[src/rtl/iq_if.sv]
// IF -> IQ -> IS handshake bundle: fetch push, downstream resource fullness, flush, dispatch.
interface iq_if;
    logic        iIF_En;
    logic [31:0] iIF_Pc;
    logic [31:0] iIF_Ins;
    logic        oIF_Stall;
    logic        iROB_Full;
    logic        iRS_Full;
    logic        iLSB_Full;
    logic        iROB_Flush;
    logic        oIS_En;
    logic [31:0] oIS_Pc;
    logic [31:0] oIS_Ins;

    modport master (
        output iIF_En, iIF_Pc, iIF_Ins, iROB_Full, iRS_Full, iLSB_Full, iROB_Flush,
        input  oIF_Stall, oIS_En, oIS_Pc, oIS_Ins
    );

    modport slave (
        input  iIF_En, iIF_Pc, iIF_Ins, iROB_Full, iRS_Full, iLSB_Full, iROB_Flush,
        output oIF_Stall, oIS_En, oIS_Pc, oIS_Ins
    );
endinterface

[src/rtl/iq_dispatch_ctrl.sv]
// In-order instruction queue with resource-gated single dispatch to IS.
// Optional feature macro IQ_BYPASS_EN: empty-queue dispatchable fetches skip the queue.
module iq_dispatch_ctrl #(
    parameter int IQ_ADDR_W = 3
) (
    input  logic        clk,
    input  logic        rst,
    input  logic        en,
    iq_if.slave         bus,
    output logic [31:0] oStallCnt
);
    localparam int DEPTH = 1 << IQ_ADDR_W;
    localparam logic [IQ_ADDR_W:0] DEPTH_C   = DEPTH[IQ_ADDR_W:0];
    localparam logic [IQ_ADDR_W:0] DEPTH_M1  = DEPTH_C - 1'b1;
    localparam logic [IQ_ADDR_W:0] CNT_ZERO  = '0;

    typedef enum logic [1:0] {IDLE, RUN, STALL, FLUSH} state_t;

    state_t               state_q, state_d;
    logic [IQ_ADDR_W-1:0] head_q, tail_q;
    logic [IQ_ADDR_W:0]   cnt_q, cnt_d;
    logic [31:0]          pc_mem  [DEPTH];
    logic [31:0]          ins_mem [DEPTH];
    logic                 is_en_q, stall_q;
    logic [31:0]          is_pc_q, is_ins_q, scnt_q;

    logic [31:0] head_ins;
    logic        head_ok, blocked, in_flush, pop, push, byp;

    function automatic logic res_ok(input logic [31:0] ins, input logic rob_f,
                                    input logic rs_f, input logic lsb_f);
        logic is_mem;
        is_mem = (ins[6:0] == 7'b0000011) || (ins[6:0] == 7'b0100011);
        return !rob_f && (is_mem ? !lsb_f : !rs_f);
    endfunction

    assign head_ins = ins_mem[head_q];
    assign head_ok  = res_ok(head_ins, bus.iROB_Full, bus.iRS_Full, bus.iLSB_Full);
    assign blocked  = (cnt_q != CNT_ZERO) && !head_ok;

    // Output/control decode from state and inputs
    always_comb begin
        in_flush = (state_q == FLUSH);
        pop      = en && !bus.iROB_Flush && !in_flush && (cnt_q != CNT_ZERO) && head_ok;
`ifdef IQ_BYPASS_EN
        byp      = en && !bus.iROB_Flush && !in_flush && (cnt_q == CNT_ZERO) && bus.iIF_En &&
                   res_ok(bus.iIF_Ins, bus.iROB_Full, bus.iRS_Full, bus.iLSB_Full);
`else
        byp      = 1'b0;
`endif
        push     = en && !bus.iROB_Flush && !in_flush && bus.iIF_En && !byp &&
                   ((cnt_q < DEPTH_C) || pop);
        if (bus.iROB_Flush)
            cnt_d = CNT_ZERO;
        else
            cnt_d = cnt_q + {{IQ_ADDR_W{1'b0}}, push} - {{IQ_ADDR_W{1'b0}}, pop};
    end

    always_comb begin
        state_d = state_q;
        if (en) begin
            if (bus.iROB_Flush)
                state_d = FLUSH;
            else if (state_q == FLUSH)
                state_d = IDLE;
            else if (cnt_d == CNT_ZERO)
                state_d = IDLE;
            else if (blocked)
                state_d = STALL;
            else
                state_d = RUN;
        end
    end

    always_ff @(posedge clk) begin
        if (rst) state_q <= IDLE;
        else     state_q <= state_d;
    end

    always_ff @(posedge clk) begin
        if (push) begin
            pc_mem[tail_q]  <= bus.iIF_Pc;
            ins_mem[tail_q] <= bus.iIF_Ins;
        end
    end

    always_ff @(posedge clk) begin
        if (rst) begin
            head_q   <= '0;
            tail_q   <= '0;
            cnt_q    <= '0;
            is_en_q  <= 1'b0;
            is_pc_q  <= '0;
            is_ins_q <= '0;
            stall_q  <= 1'b0;
            scnt_q   <= '0;
        end else if (en) begin
            if (bus.iROB_Flush) begin
                head_q <= '0;
                tail_q <= '0;
            end else begin
                if (pop)  head_q <= head_q + 1'b1;
                if (push) tail_q <= tail_q + 1'b1;
            end
            cnt_q    <= cnt_d;
            is_en_q  <= pop || byp;
            is_pc_q  <= pop ? pc_mem[head_q] : (byp ? bus.iIF_Pc  : '0);
            is_ins_q <= pop ? head_ins       : (byp ? bus.iIF_Ins : '0);
            // IF reacts one cycle late, so warn one slot before full
            stall_q  <= (cnt_d >= DEPTH_M1);
            if (blocked) scnt_q <= scnt_q + 32'd1;
        end else begin
            is_en_q  <= 1'b0;
            is_pc_q  <= '0;
            is_ins_q <= '0;
        end
    end

    assign bus.oIS_En    = is_en_q;
    assign bus.oIS_Pc    = is_pc_q;
    assign bus.oIS_Ins   = is_ins_q;
    assign bus.oIF_Stall = stall_q;
    assign oStallCnt     = scnt_q;
endmodule
[src/flat_wrapper.sv]
// flat-port wrapper written by rule: the top's interface ports become plain ports
module iq_dispatch_ctrl_flat 
#(
    parameter int IQ_ADDR_W = 3
)
  (clk, rst, en, oStallCnt, bus_iIF_En, bus_iIF_Pc, bus_iIF_Ins, bus_iROB_Full, bus_iRS_Full, bus_iLSB_Full, bus_iROB_Flush, bus_oIF_Stall, bus_oIS_En, bus_oIS_Pc, bus_oIS_Ins);
  iq_if bus_i ();
  input  logic clk;
  input  logic rst;
  input  logic en;
  output logic [31:0] oStallCnt;
  input wire logic [$bits(bus_i.iIF_En)-1:0] bus_iIF_En;
  input wire logic [$bits(bus_i.iIF_Pc)-1:0] bus_iIF_Pc;
  input wire logic [$bits(bus_i.iIF_Ins)-1:0] bus_iIF_Ins;
  input wire logic [$bits(bus_i.iROB_Full)-1:0] bus_iROB_Full;
  input wire logic [$bits(bus_i.iRS_Full)-1:0] bus_iRS_Full;
  input wire logic [$bits(bus_i.iLSB_Full)-1:0] bus_iLSB_Full;
  input wire logic [$bits(bus_i.iROB_Flush)-1:0] bus_iROB_Flush;
  output wire logic [$bits(bus_i.oIF_Stall)-1:0] bus_oIF_Stall;
  output wire logic [$bits(bus_i.oIS_En)-1:0] bus_oIS_En;
  output wire logic [$bits(bus_i.oIS_Pc)-1:0] bus_oIS_Pc;
  output wire logic [$bits(bus_i.oIS_Ins)-1:0] bus_oIS_Ins;
  assign bus_i.iIF_En = bus_iIF_En;
  assign bus_i.iIF_Pc = bus_iIF_Pc;
  assign bus_i.iIF_Ins = bus_iIF_Ins;
  assign bus_i.iROB_Full = bus_iROB_Full;
  assign bus_i.iRS_Full = bus_iRS_Full;
  assign bus_i.iLSB_Full = bus_iLSB_Full;
  assign bus_i.iROB_Flush = bus_iROB_Flush;
  assign bus_oIF_Stall = bus_i.oIF_Stall;
  assign bus_oIS_En = bus_i.oIS_En;
  assign bus_oIS_Pc = bus_i.oIS_Pc;
  assign bus_oIS_Ins = bus_i.oIS_Ins;
  iq_dispatch_ctrl #(.IQ_ADDR_W(IQ_ADDR_W)) u_core (.clk(clk), .rst(rst), .en(en), .bus(bus_i), .oStallCnt(oStallCnt));
endmodule
[config.mk]
export PLATFORM = sky130hd
export DESIGN_NAME = iq_dispatch_ctrl_flat
export DESIGN_NICKNAME = d
export VERILOG_FILES = /design/src/rtl/iq_if.sv /design/src/rtl/iq_dispatch_ctrl.sv /design/src/flat_wrapper.sv
export SDC_FILE = /design/constraint.sdc
export NUM_CORES = 1
export LEC_CHECK = 0
export CAP_MARGIN = 40
export CORE_ASPECT_RATIO = 1.1
export CORE_MARGIN = 2
export CORE_UTILIZATION = 55
export CTS_BUF_LIST = sky130_fd_sc_hd__clkbuf_8
export DETAILED_ROUTE_END_ITERATION = 8
export HOLD_SLACK_MARGIN = 0.08
export MAX_ROUTING_LAYER = met4
export PLACE_DENSITY = 0.84
export SKIP_LAST_GASP = 1
export SLEW_MARGIN = 40
export SYNTH_ARGS = -nofsm -noshare
export SYNTH_HDL_FRONTEND = slang
export SYNTH_SLANG_ARGS = --single-unit
[constraint.sdc]
create_clock -name clk -period 11.3 [get_ports clk]
set_input_delay 2.825 -clock clk [delete_from_list [all_inputs] [get_ports clk]]
set_output_delay 2.825 -clock clk [all_outputs]
set_load 0.03 [all_outputs]
# Word-level counts from Yosys, hierarchy flattened

Memory sizes are Yosys's and may differ from the RTL's. A register that Yosys moved wholly into a read port is not among the register bits.
Cells that the tools add are included.

Add/subtract/negate cells: 5
Magnitude comparators: 2
Equality and inequality tests: 3
Mux-type cells: 14
Bitwise operators: 2
Reductions and logical operators: 25

Operators by type and width:

| operator              | number |
|---|---|
| $add 32x1->32 const B | 1 |
| $mux 3                | 6 |
| $logic_and 1x1->1     | 8 |
| $mux 2                | 4 |
| $eq 7x2->1 const B    | 1 |
| $eq 7x6->1 const B    | 1 |
| $add 3x1->3 const B   | 2 |
| $logic_not 1->1       | 6 |
| $reduce_and 2->1      | 3 |
| $add 4x1->4           | 1 |
| $ge 4x3->1 const B    | 1 |
| $logic_not 4->1       | 1 |
| $lt 4x4->1 const B    | 1 |
| $mux 4                | 1 |
| $reduce_bool 2->1     | 2 |
| $reduce_bool 4->1     | 1 |
| $sub 4x1->4           | 1 |
| $mux 1                | 3 |
| $reduce_or 3->1       | 1 |
| $eq 2x2->1 const B    | 1 |
| $logic_or 1x1->1      | 2 |
| $not 1->1             | 2 |
| $reduce_or 2->1       | 1 |

Register bits: 78
RAM bits: 512
Bits of input ports: 72
Output and inout port bits: 98
Word-level logic and storage cells: 61
Memories kept: 2

Memory list:

| memory         | words | width | rd ports | clocked after Yosys merged registers in | write ports | RTL line               | text |
|---|---|---|---|---|---|---|---|
| u_core.ins_mem | 8     | 32    | 1        | 1                                       | 1           | iq_dispatch_ctrl.sv:23 | `logic [31:0] ins_mem [DEPTH];` |
| u_core.pc_mem  | 8     | 32    | 1        | 1                                       | 1           | iq_dispatch_ctrl.sv:22 | `logic [31:0] pc_mem [DEPTH];` |

# Depth between registers and ports, before layout

Depth after elaboration: 14
Depth in mapped cells: 16
Mapped depth without buffers: 14

# Worst setup path before layout

OpenSTA, ideal clock, no wires.

Path kind: in2reg
Start point: in en
End point: mem u_core.ins_mem[4][0], enable pin
Data arrival time: 8.735 ns
Required time: 10.722 ns
Slack: 1.987 ns
Cell stages on the path: 7
Path through: clkbuf_1 -> inv_1 -> a211oi_1 -> nand2_1 -> a31oi_2 -> nand2b_1 -> nor3b_1

Cells in the longest elaborated chain, start to end: 8
Elaborated cells between the ends (all ways): 9

RTL lines:

| element                            | RTL line                                       | text |
|---|---|---|
| from (decl)                        | flat_wrapper.sv:10                             | `input logic en;` |
| $logic_and 1x1->1 (*) (2 in a row) | iq_dispatch_ctrl.sv:44, iq_dispatch_ctrl.sv:51 |  |
| $logic_and 1x1->1 (2 in a row)     | iq_dispatch_ctrl.sv:44                         | `pop = en && !bus.iROB_Flush && !in_flush && (cnt_q != CNT_ZERO) && head_ok;` |
| $logic_or 1x1->1                   | iq_dispatch_ctrl.sv:52                         | `((cnt_q < DEPTH_C) \|\| pop);` |
| $logic_and 1x1->1 (*)              | iq_dispatch_ctrl.sv:51                         | `push = en && !bus.iROB_Flush && !in_flush && bus.iIF_En && !byp &&` |
| $mux 1 (*)                         | iq_dispatch_ctrl.sv:81                         | `if (push) begin` |
| $mux 1 (implied by the code) (*)   | iq_dispatch_ctrl.sv:83                         | `ins_mem[tail_q] <= bus.iIF_Ins;` |
| to (decl)                          | iq_dispatch_ctrl.sv:23                         |  |

Mark *: on every way between the ends. The rest lies on a longest branch, timed or not.

# Final worst setup path

Start point: in en
End point: mem u_core.ins_mem[7][22], enable pin

Same word-level chain as after synthesis.

==> impl_metrics.json <==
{
  "layoutNonFillerInstCount": 2073,
  "hp-class": "register to register",
  "area_overhead_vs_synth_pct": 18.6,
  "share_of_the_core_filled_with_cells_in_the_final_layout_pct": 65.7,
  "yosys_most_used_dff": "sky130_fd_sc_hd__edfxtp_1",
  "power.static_leakage_nw": 8.71,
  "netlist_top_cells_area": "sky130_fd_sc_hd__edfxtp_1, sky130_fd_sc_hd__mux4_2, sky130_fd_sc_hd__dfxtp_1",
  "share_of_cells_above_drive_strength_1_pct": 21.3,
  "delay_contributed_by_the_slowest_stage_of_the_critical_path_ps": 690,
  "p_seq_share_pct": 56.9,
  "final_antenna_violating_net_count": 0,
  "fp.dieArea_um2": 44000,
  "min-delay-start": "u_core.oStallCnt[6]",
  "hold-worst-slack_ps": 495,
  "die_h_um": 220,
  "grt_pass1_wl_um": 70300,
  "max_clock_freq_mhz": 163,
  "synth_fp_nets": 1269,
  "min_period_ps": 6130,
  "first_global_vias": 12300,
  "yosys_warnings": 0,
  "max_cap_violations": 0,
  "vias": 11900,
  "netlist_area_um2": 23300,
  "placedCellCount": 1887,
  "critical_path_arrival_ps": 6410,
  "post_synth_most_frequent_cells": "sky130_fd_sc_hd__edfxtp_1, sky130_fd_sc_hd__mux4_2, sky130_fd_sc_hd__dfxtp_1",
  "worst_path_most_repeated_cell": "sky130_fd_sc_hd__nand2_1",
  "power.share.clock_pct": 41.2,
  "hold_viol_final": 0,
  "post-synth-top-count-cell": "sky130_fd_sc_hd__edfxtp_1",
  "power-per-cell-area_nw_per_um2": 159,
  "first_iter_violations": 908,
  "internal_power_mw": 3.49,
  "placement.io_buffers": 169,
  "synth.ff_latch_count": 625,
  "dp_worst_setup_slack_ps": 4470,
  "routedWlPerCell_um": 22.3,
  "crit_path_end_kind": "register",
  "grt_setup_unrepaired": "no",
  "floorplan.initialDensity_pct": 55.4,
  "globalRouteTotalUtil_pct": 22.2,
  "route.detailed.drc": 0,
  "slew_headroom_pct": 48.1,
  "crit_type": "primary input to register",
  "drt_first_pass_iters": 5,
  "max-vdd-ir-drop_mv": 0.112,
  "netlist.area_leader.share_pct": 66.1,
  "antenna_found_initial": 9,
  "finalWorstSetupSlack_ps": 5170,
  "placement.cell_area_um2": 25700,
  "nFillCells": 2634,
  "synth_cells": 1188,
  "num_rows": 79,
  "status": "completed",
  "clock_latency_ps": 670,
  "tritoncts": "done",
  "pin_count": 170,
  "finalPower_mw": 4.39,
  "critical-path-slowest-cell": "sky130_fd_sc_hd__clkdlybuf4s50_1",
  "setup_viol": 0,
  "netlist-cell-type-count": 53,
  "cts-buffers-inserted": 93,
  "worst_clock_skew_ps": 37.6,
  "cts_max_level": 3,
  "post-dp-hpwl_um": 27000,
  "synth_area_per_cell_um2": 19.6,
  "netlist.top_cell.by_area": "sky130_fd_sc_hd__edfxtp_1",
  "combinationalPowerShare_pct": 1.9,
  "net_switching_power_of_the_design_uw": 900,
  "cts_setup_buffers": 0,
  "place_congestion": 0.780,
  "finalNetCount": 1496,
  "post_cts_hold_buffer_count": 0,
  "worstPathCellList": "clkdlybuf4s50_1 -> inv_1 -> a211oi_1 -> nand2_1 -> a31oi_2 -> nand2_1 -> nor2_4 -> buf_4",
  "cts-root-to-sink-buffers": 3,
  "sw_frac_of_total_pct": 20.5,
  "grt_max_degree": 64,
  "non_filler_cell_area_final_um2": 27600,
  "worst-endpoint-required_ps": 11580,
  "maximum_fanout_encountered_on_the_critical_timing_path": 42,
  "timing.setup.tns_ps": 0,
  "drv_slew": 0,
  "worst_slew_pin_slew_ps": 778,
  "clock_sink_count": 625,
  "cts.repair.resized": 0,
  "seq_area_frac_synth_pct": 75.8,
  "start_kind": "primary input",
  "asyncSetResetFlopFracSynth_pct": 0,
  "setup.worst_path.start": "en",
  "post-route-period-util_pct": 54.2,
  "avgViaCountPerCell": 5.73,
  "library_cell_used_as_clock_root_buffer": "sky130_fd_sc_hd__clkbuf_8",
  "core_um2": 42000,
  "die_w_um": 200,
  "synth-edff-count": 512,
  "clk_pin_slew_ps": 60,
  "route.final.wire_length_um": 46200,
  "globalRouteOverflowTotal": 0
}
flip-flops by register name (all words and copies together), names as in the netlist, named ones only:
register,cells
u_core.cnt_q,4
u_core.state_q,2
u_core.bus.oIF_Stall,1
u_core.head_q,3
u_core.oStallCnt,32
u_core.pc_mem,256
u_core.bus.oIS_En,1
u_core.ins_mem,256
u_core.tail_q,3
u_core.bus.oIS_Pc,32
u_core.bus.oIS_Ins,32
path summary, 6_finish.rpt:
check,endpoint,cells after the start,slack [ps]
setup / recovery,u_core.ins_mem[7][22],8,5170
hold / removal,u_core.oStallCnt[6],2,490
setup reg to reg,u_core.ins_mem[7][22],9,6190
hold reg to reg,u_core.oStallCnt[6],2,490
cells by family after synthesis:
| kind of cell | after synthesis | share of synthesized area, % |
|---|---|---|
| flip-flops | 625 | 75.8 |
| adder cells (fa/ha/maj) | 9 | 0.516 |
| buffers and inverters | 74 | 1.50 |
| multiplexers | 204 | 15.8 |
| AND/OR/NAND/NOR | 214 | 4.62 |
| AO/OA/AOI/OAI | 59 | 1.65 |
| XOR/XNOR | 3 | 0.113 |
cell usage in the layout, fill, tap and decap left out, types with 3 or more instances in the layout:
master / netlist / final
sky130_fd_sc_hd__clkinv_2: 0 / 15
sky130_fd_sc_hd__nand2_1: 31 / 31
sky130_fd_sc_hd__and3_1: 3 / 3
sky130_fd_sc_hd__nor3_1: 12 / 10
sky130_fd_sc_hd__mux2_2: 7 / 7
sky130_fd_sc_hd__or4_1: 16 / 16
sky130_fd_sc_hd__mux4_2: 128 / 128
sky130_fd_sc_hd__dfxtp_2: 0 / 3
sky130_fd_sc_hd__ha_1: 8 / 8
sky130_fd_sc_hd__nand3b_1: 5 / 5
sky130_fd_sc_hd__a21oi_1: 22 / 22
sky130_fd_sc_hd__buf_4: 3 / 15
sky130_fd_sc_hd__mux2i_1: 64 / 64
sky130_fd_sc_hd__buf_6: 7 / 4
sky130_fd_sc_hd__clkdlybuf4s50_1: 0 / 168
sky130_fd_sc_hd__nor2_1: 93 / 91
sky130_fd_sc_hd__nor3b_2: 0 / 4
sky130_fd_sc_hd__inv_1: 14 / 42
sky130_fd_sc_hd__mux2_1: 4 / 4
sky130_fd_sc_hd__or3_1: 5 / 5
sky130_fd_sc_hd__nand4_1: 9 / 9
sky130_fd_sc_hd__clkbuf_8: 0 / 113
sky130_fd_sc_hd__edfxtp_1: 512 / 512
sky130_fd_sc_hd__diode_2: 0 / 10
sky130_fd_sc_hd__clkinv_1: 0 / 12
sky130_fd_sc_hd__nor2b_1: 15 / 15
sky130_fd_sc_hd__o21ai_0: 11 / 11
sky130_fd_sc_hd__dfxtp_4: 0 / 3
sky130_fd_sc_hd__and4_1: 3 / 3
sky130_fd_sc_hd__dfxtp_1: 113 / 107
sky130_fd_sc_hd__o31ai_1: 10 / 10
sky130_fd_sc_hd__nand3_1: 10 / 10
power groups by stage:
stage | clock (mW) | sequential (mW) | combinational, mW
after CTS | 1.85 | 2.50 | 0.0845
after global routing | 1.95 | 2.50 | 0.0911
after detailed placement | 0 | 2.55 | 0.0840
after global placement | 0 | 2.55 | 0.0796
after floorplan | 0 | 2.55 | 0.0265
final | 1.81 | 2.50 | 0.0842
final cells by class:
class,instances,area (µm²),share of cell area [%]
Clock buffer,113,1560,5.64
Sequential cell,625,17700,64.0
Timing Repair Buffer,191,1920,6.95
Antenna cell,10,25.0,0.0907
Tap cell,567,709,2.57
Inverter,15,56.3,0.204
Multi-Input combinational cell,489,5330,19.3
Clock inverter,63,348,1.26
critical path, delay by kind of cell:
kind	cells	cell delay (ps)
buffers and inverters	3	1650
AND/OR/NAND/NOR	3	1130
AO/OA/AOI/OAI	2	770
routing by layer:
metal  GRT usage [%]  wire (µm)  vias to the layer above
met4            8.99       1300                        0
met5               -          0                        -
met3            5.39       3210                       95
met1            26.6      17600                     6099
met2            36.6      24100                      454
li1                -          -                     5237
No activity file was read; power rests on OpenSTA's default activity.
